### config.mk
export PLATFORM = sky130hd
export DESIGN_NAME = crop_frame_arbiter
export DESIGN_NICKNAME = d
export VERILOG_FILES = /design/src/rtl/crop_frame_arbiter.sv
export SDC_FILE = /design/constraint.sdc
export NUM_CORES = 1
export LEC_CHECK = 0
export BUFFER_PORTS_ARGS = -buffer_cell sky130_fd_sc_hd__buf_2
export CORE_AREA = 2 2 53 55
export CTS_CLUSTER_SIZE = 10
export DETAILED_ROUTE_END_ITERATION = 16
export DIE_AREA = 0 0 55 57
export PLACE_DENSITY = 0.71
export SYNTH_ARGS = -nofsm -noshare
export SYNTH_HDL_FRONTEND = slang
export SYNTH_SLANG_ARGS = --single-unit
### constraint.sdc
create_clock -name clk -period 4.8 [get_ports clk]
set_input_delay 0.96 -clock clk [delete_from_list [all_inputs] [get_ports clk]]
set_output_delay 0.96 -clock clk [all_outputs]
set_load 0.02 [all_outputs]
### src/rtl/crop_frame_arbiter.sv
// Frame-granular round-robin arbiter feeding one crop filter from two pixel sources.
// Optional stall watchdog is enabled with `define FRAME_TIMEOUT_EN.
module crop_frame_arbiter #(
  parameter int PIXEL_BIT_WIDTH = 12,
  parameter int IN_ROWS         = 40,
  parameter int IN_COLS         = 40,
  parameter int TIMEOUT_CYCLES  = 1024
) (
  input  logic                       clk,
  input  logic                       reset,
  input  logic [PIXEL_BIT_WIDTH-1:0] s0_pixel,
  input  logic                       s0_valid,
  output logic                       s0_ready,
  input  logic [PIXEL_BIT_WIDTH-1:0] s1_pixel,
  input  logic                       s1_valid,
  output logic                       s1_ready,
  output logic [PIXEL_BIT_WIDTH-1:0] m_pixel,
  output logic                       m_valid,
  input  logic                       m_ready,
  output logic                       m_src,
  output logic                       frame_start,
  output logic                       frame_abort
);

  localparam int FRAME_PIX = IN_ROWS * IN_COLS;
  localparam int CNT_W     = $clog2(FRAME_PIX) + 1;

  typedef enum logic [1:0] {IDLE, GRANT0, GRANT1} state_e;

  state_e             state_q, state_d;
  logic [CNT_W-1:0]   pixCnt_q, pixCnt_d;
  logic               lastGrant_q, lastGrant_d;
  logic               mSrc_q, mSrc_d;
  logic               beat;

`ifdef FRAME_TIMEOUT_EN
  localparam int WD_W = $clog2(TIMEOUT_CYCLES + 1);
  logic [WD_W-1:0]    wdCnt_q, wdCnt_d;
  logic               frameAbort_q, frameAbort_d;
`else
  logic [31:0]        unusedTimeout;
  assign unusedTimeout = TIMEOUT_CYCLES;
`endif

  always_comb begin
    state_d     = state_q;
    pixCnt_d    = pixCnt_q;
    lastGrant_d = lastGrant_q;
    mSrc_d      = mSrc_q;
    s0_ready    = 1'b0;
    s1_ready    = 1'b0;
    m_valid     = 1'b0;
    m_pixel     = '0;
    unique case (state_q)
      IDLE: begin
        // Source 0 wins when alone, or on a tie when source 1 had the last frame.
        if (s0_valid && (!s1_valid || lastGrant_q)) begin
          state_d     = GRANT0;
          mSrc_d      = 1'b0;
          lastGrant_d = 1'b0;
        end else if (s1_valid) begin
          state_d     = GRANT1;
          mSrc_d      = 1'b1;
          lastGrant_d = 1'b1;
        end
      end
      GRANT0: begin
        m_pixel  = s0_pixel;
        m_valid  = s0_valid;
        s0_ready = m_ready;
      end
      GRANT1: begin
        m_pixel  = s1_pixel;
        m_valid  = s1_valid;
        s1_ready = m_ready;
      end
      default: state_d = IDLE;
    endcase

    frame_start = m_valid && (pixCnt_q == '0);
    beat        = m_valid && m_ready;
    if (beat) begin
      if (pixCnt_q == CNT_W'(FRAME_PIX - 1)) begin
        pixCnt_d = '0;
        state_d  = IDLE;
      end else begin
        pixCnt_d = pixCnt_q + CNT_W'(1);
      end
    end

`ifdef FRAME_TIMEOUT_EN
    // Only a granted source withholding data while the filter is ready counts as a stall.
    wdCnt_d      = '0;
    frameAbort_d = 1'b0;
    if (state_q != IDLE && !m_valid && m_ready) begin
      if (wdCnt_q == WD_W'(TIMEOUT_CYCLES - 1)) begin
        frameAbort_d = 1'b1;
        pixCnt_d     = '0;
        state_d      = IDLE;
      end else begin
        wdCnt_d = wdCnt_q + WD_W'(1);
      end
    end
`endif
  end

  always_ff @(posedge clk) begin
    if (reset) begin
      state_q     <= IDLE;
      pixCnt_q    <= '0;
      lastGrant_q <= 1'b1;
      mSrc_q      <= 1'b0;
    end else begin
      state_q     <= state_d;
      pixCnt_q    <= pixCnt_d;
      lastGrant_q <= lastGrant_d;
      mSrc_q      <= mSrc_d;
    end
  end

  assign m_src = mSrc_q;

`ifdef FRAME_TIMEOUT_EN
  always_ff @(posedge clk) begin
    if (reset) begin
      wdCnt_q      <= '0;
      frameAbort_q <= 1'b0;
    end else begin
      wdCnt_q      <= wdCnt_d;
      frameAbort_q <= frameAbort_d;
    end
  end

  assign frame_abort = frameAbort_q;
`else
  assign frame_abort = 1'b0;
`endif

endmodule

== Word-level counts from Yosys, hierarchy flattened ==
Cells that the tools add are included.
Cells by class
  reductions and logical operators: 10
  equal/unequal tests: 3
  multiplexer cells: 12
  add/subtract/negate cells: 1
Operators with widths (number)
  $pmux 12 s2: 1
  $add 12x1->12 const B: 1
  $eq 12x11->1 const B: 1
  $logic_not 12->1: 1
  $mux 12: 1
  $mux 2: 4
  $mux 1: 4
  $pmux 2 s2: 1
  $logic_and 1x1->1: 3
  $eq 2x1->1 const B: 1
  $eq 2x2->1 const B: 1
  $logic_not 2->1: 1
  $pmux 1 s2: 1
  $reduce_and 2->1: 1
  $reduce_bool 2->1: 1
  $reduce_or 2->1: 1
  $logic_not 1->1: 1
  $logic_or 1x1->1: 1
Word-level totals
  logic and storage cells: 30
  input port bits: 29
  register bits: 16
  output and inout bits: 18

== Depth between registers and ports, before layout ==
  word-level depth: 7
  depth in mapped cells: 8
  gate-level depth less buffers: 6

== Least setup slack after synthesis ==
No wires, ideal clock.
  kind: input port to output port
  start: in s1_valid
  end: out frame_start
  slack: 2.140 ns
  required time: 3.840 ns
  data arrival time: 1.700 ns
  stages on the path: 3
  path buffers: 0
  cells stage by stage: a22o_1 -> and2_1 -> and4_1
On the way
  longest elaborated chain between the ends: 2
Ends and longest elaborated chain
  from (decl): line 15  | input logic s1_valid,
  $pmux 1 s2: line 54  | unique case (state_q)
  named net m_valid: line 18  | output logic m_valid,
  $logic_and 1x1->1: line 80  | frame_start = m_valid && (pixCnt_q == '0);
  to (decl): line 21  | output logic frame_start,
The timed path passes the listed nets, and every way through them passes these cells.

== Worst setup path in the final report ==
  start: reg state_q[0]
  end: out frame_start
On the way
  longest elaborated chain between the ends: 3
  elaborated cells on any way between the ends: 4
  classes of those cells: 2 x eq/ne; 1 x mux; 1 x reduce/logical
Ends and longest elaborated chain
  from (decl): line 30  | state_e state_q, state_d;
  from (signal assigned): line 114  | state_q <= state_d;
  $eq 2x2->1 or $eq 2x1->1 (tied branches): line 54
  $pmux 1 s2 *: line 54
  $logic_and 1x1->1 *: line 80
Mark *: on every way between the ends. The rest lies on a longest branch, timed or not.

==> results.json <==
{
  "grt_max_degree": 18,
  "antenna_found_initial": 0,
  "arrival_ns": 2.09,
  "wl_per_cell_um": 12.7,
  "syn_inst": 131,
  "nNetsFinal": 209,
  "fin_crit_sh": 0.636,
  "fmax_mhz": 328,
  "coreArea_um2": 2620,
  "synth-seq-cells": 16,
  "fin_ws_ns": 1.75,
  "cts_sinks": 16,
  "pwr-share-clk": 0.265,
  "vdd_drop_max_mv": 0.157,
  "fillCellCount": 259,
  "grt_pass1_vias": 963,
  "grt.overflow.total": 0,
  "p_leak_nw": 0.538,
  "cts_buffer_depth": 2,
  "start_util": 0.397,
  "hold_viol": 0,
  "first_pass_iters": 4,
  "cts_htree_levels": 1,
  "drive_gt1_frac": 0.293,
  "row_count": 19,
  "syn-num-nets": 165,
  "yosysSeqAreaShare": 0.308,
  "gp_congestion": 0.770,
  "grt_use_total": 0.167,
  "clk_pin_slew_ns": 0.09,
  "yosysUniqueCellTypes": 33,
  "crit_type": "register to output port",
  "post_dp_cell_area_um2": 1270,
  "dp_hpwl_um": 2040,
  "layout_commonest_cell": "buf_2",
  "rsz0062_at_grt": "no",
  "p_per_area_nw_per_um2": 260,
  "end_kind": "output port",
  "relSlewSlack": 0.632,
  "p_int_uw": 228,
  "cts_tree": "built",
  "max_cap_viol_count": 0,
  "seq_power_share": 0.412,
  "die_y_um": 57,
  "status": "completed",
  "clk_latency_ns": 0.29,
  "tightest_slew_ns": 0.553,
  "worstPathMaxFanout": 15,
  "power.switching_fraction": 0.331,
  "multi_input_area_um2": 668,
  "area_growth_pct": 26.3,
  "start_kind": "register",
  "syn-cell-area_um2": 1040,
  "numPlacedInstances": 201,
  "dp_slack_ns": 2.02,
  "die_x_um": 55,
  "crit_required_ns": 3.84,
  "synth_area_per_cell_um2": 7.93,
  "fin_skew_ns": 0.00405,
  "final_cell_mix": "buf_2, dfxtp_1, nor2_1, a22oi_1, nor2b_1",
  "drtIter0Drc": 18,
  "seq_area_um2": 320,
  "diodes": 0,
  "ctsRootBufferMaster": "clkbuf_4",
  "numCtsBuffers": 3,
  "finalNonFillerCells": 205,
  "numPortBuffers": 45,
  "dr_total_vias": 1098,
  "finalSetupViolations": 0,
  "yosys_warnings": 0,
  "slew_viol_final": 0,
  "grt_first_pass_wirelength_um": 3880,
  "ctsHoldBuffers": 0,
  "cts_resized": 0,
  "switchingPower_uw": 113,
  "finalInstanceArea_um2": 1310,
  "r2r_cells": 6,
  "wl_um": 2600,
  "hp-class": "register to register",
  "fin_crit_ns": 3.05,
  "avgViaCountPerCell": 5.36,
  "fin_setup_tns_ns": 0,
  "die-area_um2": 3140,
  "drc": 0,
  "detail-route-antenna-nets": 0,
  "ios": 47,
  "hold_ws_ns": 0.476,
  "hold_path_depth": 2,
  "post_cts_buffers": 0,
  "p_comb_frac": 0.323,
  "fin_total_pwr_uw": 342,
  "postLayoutCoreUtil": 0.501
}
critical path, stage by stage (launching register included):
cell and delay [ns]:
dfxtp_1 0.33, inv_1 0.12, ha_1 0.53, a22o_1 0.28, and2_1 0.19, and4_1 0.20
buf_2 0.16
layout make-up:
type / instances / share of cell area
Timing Repair Buffer: 45 / 0.172
Sequential cell: 16 / 0.244
Multi-Input combinational cell: 103 / 0.510
Clock buffer: 4 / 0.0277
Tap cell: 31 / 0.0296
Inverter: 6 / 0.0172
layer usage:
layer	GRT usage	share of wire	vias to the layer above
met4	0.0732	0.014	0
met1	0.177	0.42	489
met2	0.315	0.48	51
met5	0	0	-
met3	0.0157	0.092	4
li1	-	-	554
state kept, by name (all words and copies together), names as in the netlist:
register and flops:
state_q 2, m_src 1, lastGrant_q 1, pixCnt_q 12
power groups by stage:
stage	combinational, mW	sequential, mW	clock [mW]
3_3_place_gp	0.107	0.144	0
2_1_floorplan	0.0749	0.145	0
4_1_cts	0.111	0.141	0.0935
3_5_place_dp	0.110	0.144	0
5_1_grt	0.122	0.142	0.0981
6_report	0.110	0.141	0.0906
Yosys cell counts:
library cell  count  area (um2)
dfxtp_1          16         320
nor2_1           13        48.8
a22oi_1          12        90.1
nor2b_1          12        75.1
nand2_1           9        33.8
xnor2_1           8        70.1
a21oi_1           7        35.0
inv_1             6        22.5
ha_1              5        62.6
clkbuf_1          4        15.0
nand3_1           4        20.0
nor4_1            4        25.0
or3_1             4        25.0
and2_1            3        18.8
nor3_1            3        15.0
nand4_1           2        12.5
nor3b_1           2        15.0
o21ai_0           2        10.0
a211o_1           1        8.76
a22o_1            1        8.76
a22oi_2           1        12.5
a41o_1            1        10.0
and3_1            1        6.26
and4_1            1        8.76
buf_2             1        5.00
buf_4             1        7.51
conb_1            1        3.75
mux2i_1           1        10.0
nand3_2           1        10.0
nor4b_1           1        8.76
o2111ai_1         1        8.76
o31ai_1           1        7.51
or4_1             1        7.51
cell families after synthesis:
| group | synth area share |
|---|---|
| AND/OR/NAND/NOR | 0.318 |
| AO/OA/AOI/OAI | 0.184 |
| flip-flops | 0.308 |
| buffers and inverters | 0.0482 |
| XOR/XNOR | 0.0675 |
| adder cells (fa/ha/maj) | 0.0602 |
| other | 0.00361 |
| multiplexers | 0.00964 |
worst paths after layout:
path / endpoint / from / slack, ns
worst min register to register: state_q[0]$_SDFF_PP0_ / state_q[0]$_SDFF_PP0_ / 0.48
worst min-delay path: state_q[0]$_SDFF_PP0_ / state_q[0]$_SDFF_PP0_ / 0.48
worst max register to register: pixCnt_q[7]$_SDFFE_PP0N_ / state_q[0]$_SDFF_PP0_ / 2.69
worst max-delay path: frame_start / state_q[0]$_SDFF_PP0_ / 1.75
No activity file was read; power rests on OpenSTA's default activity.
